--- config.mk ---
export PLATFORM = sky130hd
export DESIGN_NAME = world_map_arbiter_flat
export DESIGN_NICKNAME = d
export VERILOG_FILES = /design/src/rtl/world_map_arbiter_if.sv /design/src/rtl/world_map_arbiter.sv /design/src/flat_wrapper.sv
export SDC_FILE = /design/constraint.sdc
export NUM_CORES = 1
export LEC_CHECK = 0
export BUFFER_PORTS_ARGS = -buffer_cell sky130_fd_sc_hd__buf_4
export CAP_MARGIN = 15
export CORE_ASPECT_RATIO = 0.8
export CORE_UTILIZATION = 30
export CTS_CLUSTER_SIZE = 40
export DETAILED_ROUTE_END_ITERATION = 7
export PLACE_DENSITY = 0.54
export SYNTH_ARGS = -nofsm -noshare
export SYNTH_HDL_FRONTEND = slang
export SYNTH_SLANG_ARGS = --single-unit
--- constraint.sdc ---
create_clock -name clk -period 2.73 [get_ports clk]
set_clock_uncertainty 0.15 [all_clocks]
set_input_delay 0.4095 -clock clk [delete_from_list [all_inputs] [get_ports clk]]
set_output_delay 0.4095 -clock clk [all_outputs]
set_load 0.02 [all_outputs]
--- src/rtl/world_map_arbiter_if.sv ---
// Bundle of video, bot and map-RAM signals shared between the arbiter and its clients.
interface world_map_arbiter_if #(
  parameter int unsigned ADDR_W = 14,
  parameter int unsigned DATA_W = 2
);
  logic              vid_req;
  logic [ADDR_W-1:0] vid_addr;
  logic              vid_on_in;
  logic [DATA_W-1:0] vid_world;
  logic              vid_valid;
  logic              vid_on_out;
  logic              bot_req;
  logic [ADDR_W-1:0] bot_addr;
  logic              bot_ack;
  logic [DATA_W-1:0] bot_data;
  logic              mem_en;
  logic [ADDR_W-1:0] mem_addr;
  logic [DATA_W-1:0] mem_rdata;
  logic              bot_starve;
  logic              starve_clr;

  // master: video/bot requesters plus the RAM data return; slave: the arbiter
  modport master (
    output vid_req, vid_addr, vid_on_in, bot_req, bot_addr, starve_clr, mem_rdata,
    input  vid_world, vid_valid, vid_on_out, bot_ack, bot_data, mem_en, mem_addr, bot_starve
  );
  modport slave (
    input  vid_req, vid_addr, vid_on_in, bot_req, bot_addr, starve_clr, mem_rdata,
    output vid_world, vid_valid, vid_on_out, bot_ack, bot_data, mem_en, mem_addr, bot_starve
  );
endinterface

--- src/rtl/world_map_arbiter.sv ---
// Arbitrates the world-map RAM read port: video has absolute priority with fixed
// 3-cycle latency; the bot is served via req/ack in video-free cycles.
module world_map_arbiter #(
  parameter int unsigned ADDR_W       = 14,
  parameter int unsigned DATA_W       = 2,
  parameter int unsigned STARVE_LIMIT = 64
) (
  input logic                clk,
  input logic                reset_n,
  world_map_arbiter_if.slave bus
);
  localparam int unsigned       CNT_W = $clog2(STARVE_LIMIT + 1);
  localparam logic [CNT_W-1:0]  LIMIT = CNT_W'(STARVE_LIMIT);

  typedef enum logic [1:0] {TAG_NONE, TAG_VID, TAG_BOT} tag_e;
  typedef enum logic [1:0] {S_IDLE, S_ISSUE, S_READ, S_ACK} state_e;

  state_e            state_q, state_d;
  tag_e              tag1_q, tag1_d, tag2_q;
  logic              mem_en_q, mem_en_d;
  logic [ADDR_W-1:0] mem_addr_q, mem_addr_d;
  logic [DATA_W-1:0] vid_world_q, bot_data_q;
  logic              vid_valid_q, bot_ack_q;
  logic [2:0]        von_q;
  logic [CNT_W-1:0]  cnt_q, cnt_d;
  logic              starve_q, starve_d;
  logic              grant;

  always_comb begin
    state_d    = state_q;
    tag1_d     = TAG_NONE;
    mem_en_d   = 1'b0;
    mem_addr_d = mem_addr_q;
    grant      = 1'b0;
    if (bus.vid_req) begin
      tag1_d     = TAG_VID;
      mem_en_d   = 1'b1;
      mem_addr_d = bus.vid_addr;
    end else if (state_q == S_IDLE && bus.bot_req) begin
      grant      = 1'b1;
      tag1_d     = TAG_BOT;
      mem_en_d   = 1'b1;
      mem_addr_d = bus.bot_addr;
    end
    case (state_q)
      S_IDLE:  if (grant) state_d = S_ISSUE;
      S_ISSUE: state_d = S_READ;
      S_READ:  state_d = S_ACK;
      default: state_d = S_IDLE;
    endcase
  end

  // Counter holds while a bot transaction is in flight; clear has the last word.
  always_comb begin
    cnt_d    = cnt_q;
    starve_d = starve_q;
    if (!bus.bot_req || grant) begin
      cnt_d = '0;
    end else if (state_q == S_IDLE && cnt_q != LIMIT) begin
      cnt_d = cnt_q + 1'b1;
    end
    if (cnt_d == LIMIT) starve_d = 1'b1;
    if (bus.starve_clr) begin
      cnt_d    = '0;
      starve_d = 1'b0;
    end
  end

  always_ff @(posedge clk or negedge reset_n) begin
    if (!reset_n) begin
      state_q     <= S_IDLE;
      tag1_q      <= TAG_NONE;
      tag2_q      <= TAG_NONE;
      mem_en_q    <= 1'b0;
      mem_addr_q  <= '0;
      vid_world_q <= '0;
      vid_valid_q <= 1'b0;
      bot_data_q  <= '0;
      bot_ack_q   <= 1'b0;
      von_q       <= '0;
      cnt_q       <= '0;
      starve_q    <= 1'b0;
    end else begin
      state_q     <= state_d;
      tag1_q      <= tag1_d;
      tag2_q      <= tag1_q;
      mem_en_q    <= mem_en_d;
      mem_addr_q  <= mem_addr_d;
      vid_valid_q <= (tag2_q == TAG_VID);
      bot_ack_q   <= (tag2_q == TAG_BOT);
      if (tag2_q == TAG_VID) vid_world_q <= bus.mem_rdata;
      if (tag2_q == TAG_BOT) bot_data_q  <= bus.mem_rdata;
      von_q       <= {von_q[1:0], bus.vid_on_in};
      cnt_q       <= cnt_d;
      starve_q    <= starve_d;
    end
  end

  assign bus.mem_en     = mem_en_q;
  assign bus.mem_addr   = mem_addr_q;
  assign bus.vid_world  = vid_world_q;
  assign bus.vid_valid  = vid_valid_q;
  assign bus.vid_on_out = von_q[2];
  assign bus.bot_ack    = bot_ack_q;
  assign bus.bot_data   = bot_data_q;
  assign bus.bot_starve = starve_q;
endmodule

--- src/flat_wrapper.sv ---
// flat-port wrapper written by rule: the top's interface ports become plain ports
module world_map_arbiter_flat 
#(
  parameter int unsigned ADDR_W       = 14,
  parameter int unsigned DATA_W       = 2,
  parameter int unsigned STARVE_LIMIT = 64
)
  (clk, reset_n, bus_vid_req, bus_vid_addr, bus_vid_on_in, bus_bot_req, bus_bot_addr, bus_starve_clr, bus_mem_rdata, bus_vid_world, bus_vid_valid, bus_vid_on_out, bus_bot_ack, bus_bot_data, bus_mem_en, bus_mem_addr, bus_bot_starve);
  world_map_arbiter_if #(.ADDR_W(ADDR_W), .DATA_W(DATA_W)) bus_i ();
  input logic clk;
  input logic reset_n;
  input wire logic [$bits(bus_i.vid_req)-1:0] bus_vid_req;
  input wire logic [$bits(bus_i.vid_addr)-1:0] bus_vid_addr;
  input wire logic [$bits(bus_i.vid_on_in)-1:0] bus_vid_on_in;
  input wire logic [$bits(bus_i.bot_req)-1:0] bus_bot_req;
  input wire logic [$bits(bus_i.bot_addr)-1:0] bus_bot_addr;
  input wire logic [$bits(bus_i.starve_clr)-1:0] bus_starve_clr;
  input wire logic [$bits(bus_i.mem_rdata)-1:0] bus_mem_rdata;
  output wire logic [$bits(bus_i.vid_world)-1:0] bus_vid_world;
  output wire logic [$bits(bus_i.vid_valid)-1:0] bus_vid_valid;
  output wire logic [$bits(bus_i.vid_on_out)-1:0] bus_vid_on_out;
  output wire logic [$bits(bus_i.bot_ack)-1:0] bus_bot_ack;
  output wire logic [$bits(bus_i.bot_data)-1:0] bus_bot_data;
  output wire logic [$bits(bus_i.mem_en)-1:0] bus_mem_en;
  output wire logic [$bits(bus_i.mem_addr)-1:0] bus_mem_addr;
  output wire logic [$bits(bus_i.bot_starve)-1:0] bus_bot_starve;
  assign bus_i.vid_req = bus_vid_req;
  assign bus_i.vid_addr = bus_vid_addr;
  assign bus_i.vid_on_in = bus_vid_on_in;
  assign bus_i.bot_req = bus_bot_req;
  assign bus_i.bot_addr = bus_bot_addr;
  assign bus_i.starve_clr = bus_starve_clr;
  assign bus_i.mem_rdata = bus_mem_rdata;
  assign bus_vid_world = bus_i.vid_world;
  assign bus_vid_valid = bus_i.vid_valid;
  assign bus_vid_on_out = bus_i.vid_on_out;
  assign bus_bot_ack = bus_i.bot_ack;
  assign bus_bot_data = bus_i.bot_data;
  assign bus_mem_en = bus_i.mem_en;
  assign bus_mem_addr = bus_i.mem_addr;
  assign bus_bot_starve = bus_i.bot_starve;
  world_map_arbiter #(.ADDR_W(ADDR_W), .DATA_W(DATA_W), .STARVE_LIMIT(STARVE_LIMIT)) u_core (.clk(clk), .reset_n(reset_n), .bus(bus_i));
endmodule
Word-level counts from Yosys, hierarchy flattened:

Index checks and enable logic that the tools add are counted.

* register bits after elaboration: 38
* input bits: 36
* output and inout bits: 23
* word-level logic and storage cells: 41

* add/sub/neg operators: 1
* equal/unequal tests: 7
* mux-type cells: 14
* reduce and logical (&&, ||, !) cells: 7

Operators by type and width (count)
* 14-bit 2-to-1 mux: 2
* 7-bit 2-to-1 mux: 3
* 7-bit by 1-bit adder with 7-bit output (second input constant): 1
* 7-bit equality test (second input constant): 1
* 7-bit inequality test (second input constant): 1
* 2-bit 2-to-1 mux: 3
* 2-bit case mux with 3 select lines: 1
* 1-bit 2-to-1 mux: 5
* 2-bit by 1-bit equality test with 1-bit output (second input constant): 2
* 2-bit equality test (second input constant): 2
* 2-bit nonzero test: 2
* 1-bit logical AND: 2
* 2-bit logical NOT: 1
* 2-bit by 1-bit inequality test with 1-bit output (second input constant): 1
* 1-bit logical NOT: 1
* 1-bit logical OR: 1

Longest topological paths before layout:

* depth in word-level cells: 9
* depth in mapped cells: 8

Worst setup path before layout:

Ideal clock, no wire load.

* kind: register -> register
* start point: register u_core.cnt_q[0]
* end point: register u_core.starve_q (netlist: u_core.bus.bot_starve)
* library setup time: 0.104 ns
* arrival time: 1.746 ns
* data required time: 2.476 ns
* setup slack: 0.730 ns
* stages on the path, launching flop included: 7
* clock period less this slack: 2.000 ns
* path through: dfrtp_1 -> inv_1 -> ha_1 -> nand4bb_2 -> o21ai_0 -> mux2_2 -> o41ai_2

* longest elaborated chain between the ends: 6

Ends and longest elaborated chain
* from (decl): RTL line world_map_arbiter.sv:25 `logic [CNT_W-1:0] cnt_q, cnt_d;`
* from (signal assigned): RTL line world_map_arbiter.sv:94 `cnt_q <= cnt_d;`
* parallel branches: the longest is 2 deep, another holds 7-bit by 1-bit adder with 7-bit output
* 7-bit 2-to-1 mux *: RTL line world_map_arbiter.sv:59 `end else if (state_q == S_IDLE && cnt_q != LIMIT) begin`
* 7-bit 2-to-1 mux *: RTL line world_map_arbiter.sv:57 `if (!bus.bot_req || grant) begin`
* 7-bit equality test *: RTL line world_map_arbiter.sv:62 `if (cnt_d == LIMIT) starve_d = 1'b1;`
* 2-bit nonzero test (no line) *
* to (signal assigned): RTL line world_map_arbiter.sv:95 `starve_q <= starve_d;`
* to (decl): RTL line world_map_arbiter.sv:26 `logic starve_q, starve_d;`

Every way passes the cells marked *.
A chain may end at the register's enable or synchronous reset.

Worst setup path after layout:

Same ends and word-level chain as after synthesis.

==> out/metrics.yaml <==
grt_overflow: 0
synth_compound_area_share_pct: 10.7
r2r_slack_ns: 0.58
slowest_delay_ns: 0.42
status: "completed"
final_net_count: 251
synth.mux.area_fraction_pct: 11.6
antenna-diode-count: 0
grt_max_degree: 39
grt_pass1_wl_um: 5720
cts_resized: 0
dp_hpwl_um: 2410
cts_buffer_depth: 2
die_y_um: 69.2
grt_usage_pct: 12.4
port_buffers: 58
hold_violations: 0
busiest_layer: "met2"
cp-endpoint: "u_core.bus.bot_starve"
dr.pass1.iters: 4
met3_usage_pct: 2.86
yosys.cell_types.count: 30
setup_slack_ns: 0.580
rows: 24
synth_top_family_by_area: "simple AND/OR/NAND/NOR gates"
worst_ir_drop_vdd_mv: 0.326
power_density_nw_per_um2: 778
vias_per_cell: 4.37
syn_area_um2: 1690
tritoncts: "yes"
path_class: "register to register"
detail_route.wl_per_cell_um: 11.5
syn_avg_cell_area_um2: 11.2
fin_util_pct: 43.3
clk_pin_slew_worst_paths_ns: 0.08
synthSimpleGateAreaFrac_pct: 11.7
ys_seq_area_share_pct: 56.1
synth_cells: 151
use_met2_pct: 17.6
dp_slack_ns: 0.596
path_max_fanout: 5
syn_nets: 191
synth_top_area_cell: "dfrtp_1"
reg2reg_from: "u_core.cnt_q[0]"
die_w_um: 86.0
slowest_stage: "dfrtp_1"
startpoint: "u_core.cnt_q[0]"
io_pins: 59
post_cts_buffers: 0
finalWirelength_um: 3330
r2r_end: "u_core.bus.bot_starve"
clock_sinks: 38
cp-start-kind: "register"
post-route-period-util_pct: 78.8
tns_ns: 0
rsz0062_at_grt: "no"
cp.required_ns: 2.77
hold_path_class: "input port to register"
arrival_ns: 2.19
ff2ff_path_depth: 6
critPathCaptureType: "register"
setup-violations-final: 0
detail_route.iter0.violations: 23
antenna_found_initial: 0
netlist_top_cells_area: "dfrtp_1 56%, mux2i_1 8.3%, o21ai_0 5.3%, nand2_1 4.2%, mux2_2 3.3%"
ys_warn_count: 0
syn_to_final_growth_pct: 38.8
htreeDepth: 2
drive_gt1_share_pct: 36.3
initial_core_util_pct: 31.2
dieArea_um2: 5950
synth_xor_xnor_area_share_pct: 3.10
max-slew-margin-rel_pct: 58.0
synth_adder_area_share_pct: 2.95
use_met1_pct: 17.5
ant_nets: 0
yosys.area.top_type_share_pct: 56.1
via_count: 1268
clk_root_buffer_cell: "clkbuf_8"
synth_seq_cells: 38
maxCapViolations: 0
leakagePower_uw: 0.00115
remaining_drc_errors: 0
crit_chain: "inv_1 -> ha_1 -> nand4bb_2 -> o21ai_0 -> mux2_2 -> o41ai_2"
fillers: 543
power_uw: 1830
max_clock_freq_ghz: 0.465
clk_latency_ns: 0.29
period_needed_ns: 2.15
slew_viol_final: 0
place_congestion: 0.846
cts_buffers: 5
grt_pass1_vias: 1225
worstMarginPinSlew_ns: 0.627
core_um2: 5440
hp-start: "bus_vid_on_in"
==> cell families after synthesis <==
group / count (synthesis)
simple gates: 39
flops: 38
compound gates: 30
mux: 19
buf+inv: 15
xor+xnor: 6
fa+ha+maj: 4
==> layout make-up <==
| class | instances | area [µm²] | share of cell area [%] |
|---|---|---|---|
| clock buffers | 5 | 68.8 | 2.93 |
| clock inverters | 3 | 68.8 | 2.93 |
| inverters | 8 | 30.0 | 1.28 |
| multi-input cells | 98 | 682 | 29.0 |
| flip-flops and latches | 38 | 951 | 40.4 |
| well taps | 78 | 97.6 | 4.15 |
| repair buffers | 60 | 453 | 19.3 |
==> synth_stat cells <==
library cell,number
and3_1,1
nand4bb_2,1
a21oi_1,4
o31ai_1,1
and2b_1,1
xnor2_1,3
o211ai_1,3
ha_1,4
buf_4,1
nor2_1,7
nand2_1,19
nor2b_1,2
mux2_2,5
or3_1,3
nand4_1,1
buf_2,4
or2_2,1
o2111ai_1,1
xor2_1,3
dfrtp_1,38
nor3_1,1
nand4_2,1
o221ai_1,1
o41ai_2,1
mux2i_1,14
inv_1,8
and4_1,1
o21ai_0,18
a21o_1,1
clkbuf_1,2
==> metal layers <==
metal	vias to the layer above	share of wire, %
li1	636	-
met1	598	50
met2	29	44
met3	5	4.2
met4	0	1.6
met5	-	0
==> how the worst min path moves through the flow <==
stage	end	slack (ns)	depth (start not counted)
after floorplan	u_core.bus.bot_ack	-0.04	0
after global placement	u_core.von_q[1]	0.18	0
after detailed placement	u_core.von_q[1]	0.19	0
after CTS	u_core.von_q[0]	0.06	1
after global routing	u_core.von_q[0]	0.05	1
final	u_core.von_q[0]	0.07	1
==> critical path: cells and delay by family (launching register included) <==
| family | cells | cell delay [ns] |
|---|---|---|
| compound gates | 2 | 0.63 |
| fa+ha+maj | 1 | 0.18 |
| buf+inv | 1 | 0.14 |
| flops | 1 | 0.42 |
| mux | 1 | 0.39 |
| simple gates | 1 | 0.14 |
==> cells in the final DEF (no fill, tap or decap), types with 2 or more instances in the layout <==
cell type	netlist	routed
clkbuf_8	0	5
bufinv_16	0	2
nor2b_1	2	2
ha_1	4	4
nor2_1	7	7
xnor2_1	3	3
o211ai_1	3	3
inv_1	8	8
mux2i_1	14	14
or3_1	3	3
xor2_1	3	3
o21ai_0	18	18
mux2_2	5	5
a21oi_1	4	3
nand2_1	19	19
dfrtp_1	38	38
buf_4	1	59
==> power by group <==
| part | total [µW] | internal [µW] | switching (µW) |
|---|---|---|---|
| combinational | 544 | 239 | 305 |
| clock | 567 | 366 | 201 |
| sequential | 720 | 669 | 51.1 |
==> state kept, by name, summed over array words and instances, names as in the netlist <==
name                   flops
u_core.bus.mem_addr       14
u_core.bus.vid_world       2
u_core.cnt_q               7
u_core.state_q             2
u_core.bus.mem_en          1
u_core.bus.bot_ack         1
u_core.bus.bot_starve      1
u_core.tag2_q              2
u_core.bus.bot_data        2
u_core.tag1_q              2
u_core.bus.vid_valid       1
u_core.von_q               3
==> metrics by stage <==
stage	cell area [µm²]	instances	hold slack [ns]
3_5_place_dp	2200	281	0.186
6_report	2350	290	0.0692
2_1_floorplan	1690	151	-0.0361
5_1_grt	2350	290	0.0547
4_1_cts	2350	290	0.0591
3_3_place_gp	2200	281	0.181
==> repair_timing <==
action,4_1_cts,5_1_grt
endpoints found under the setup margin,0,0
hold endpoints to repair,38,0
hold buffers,1,0
Power figures use the tool's default switching activity.
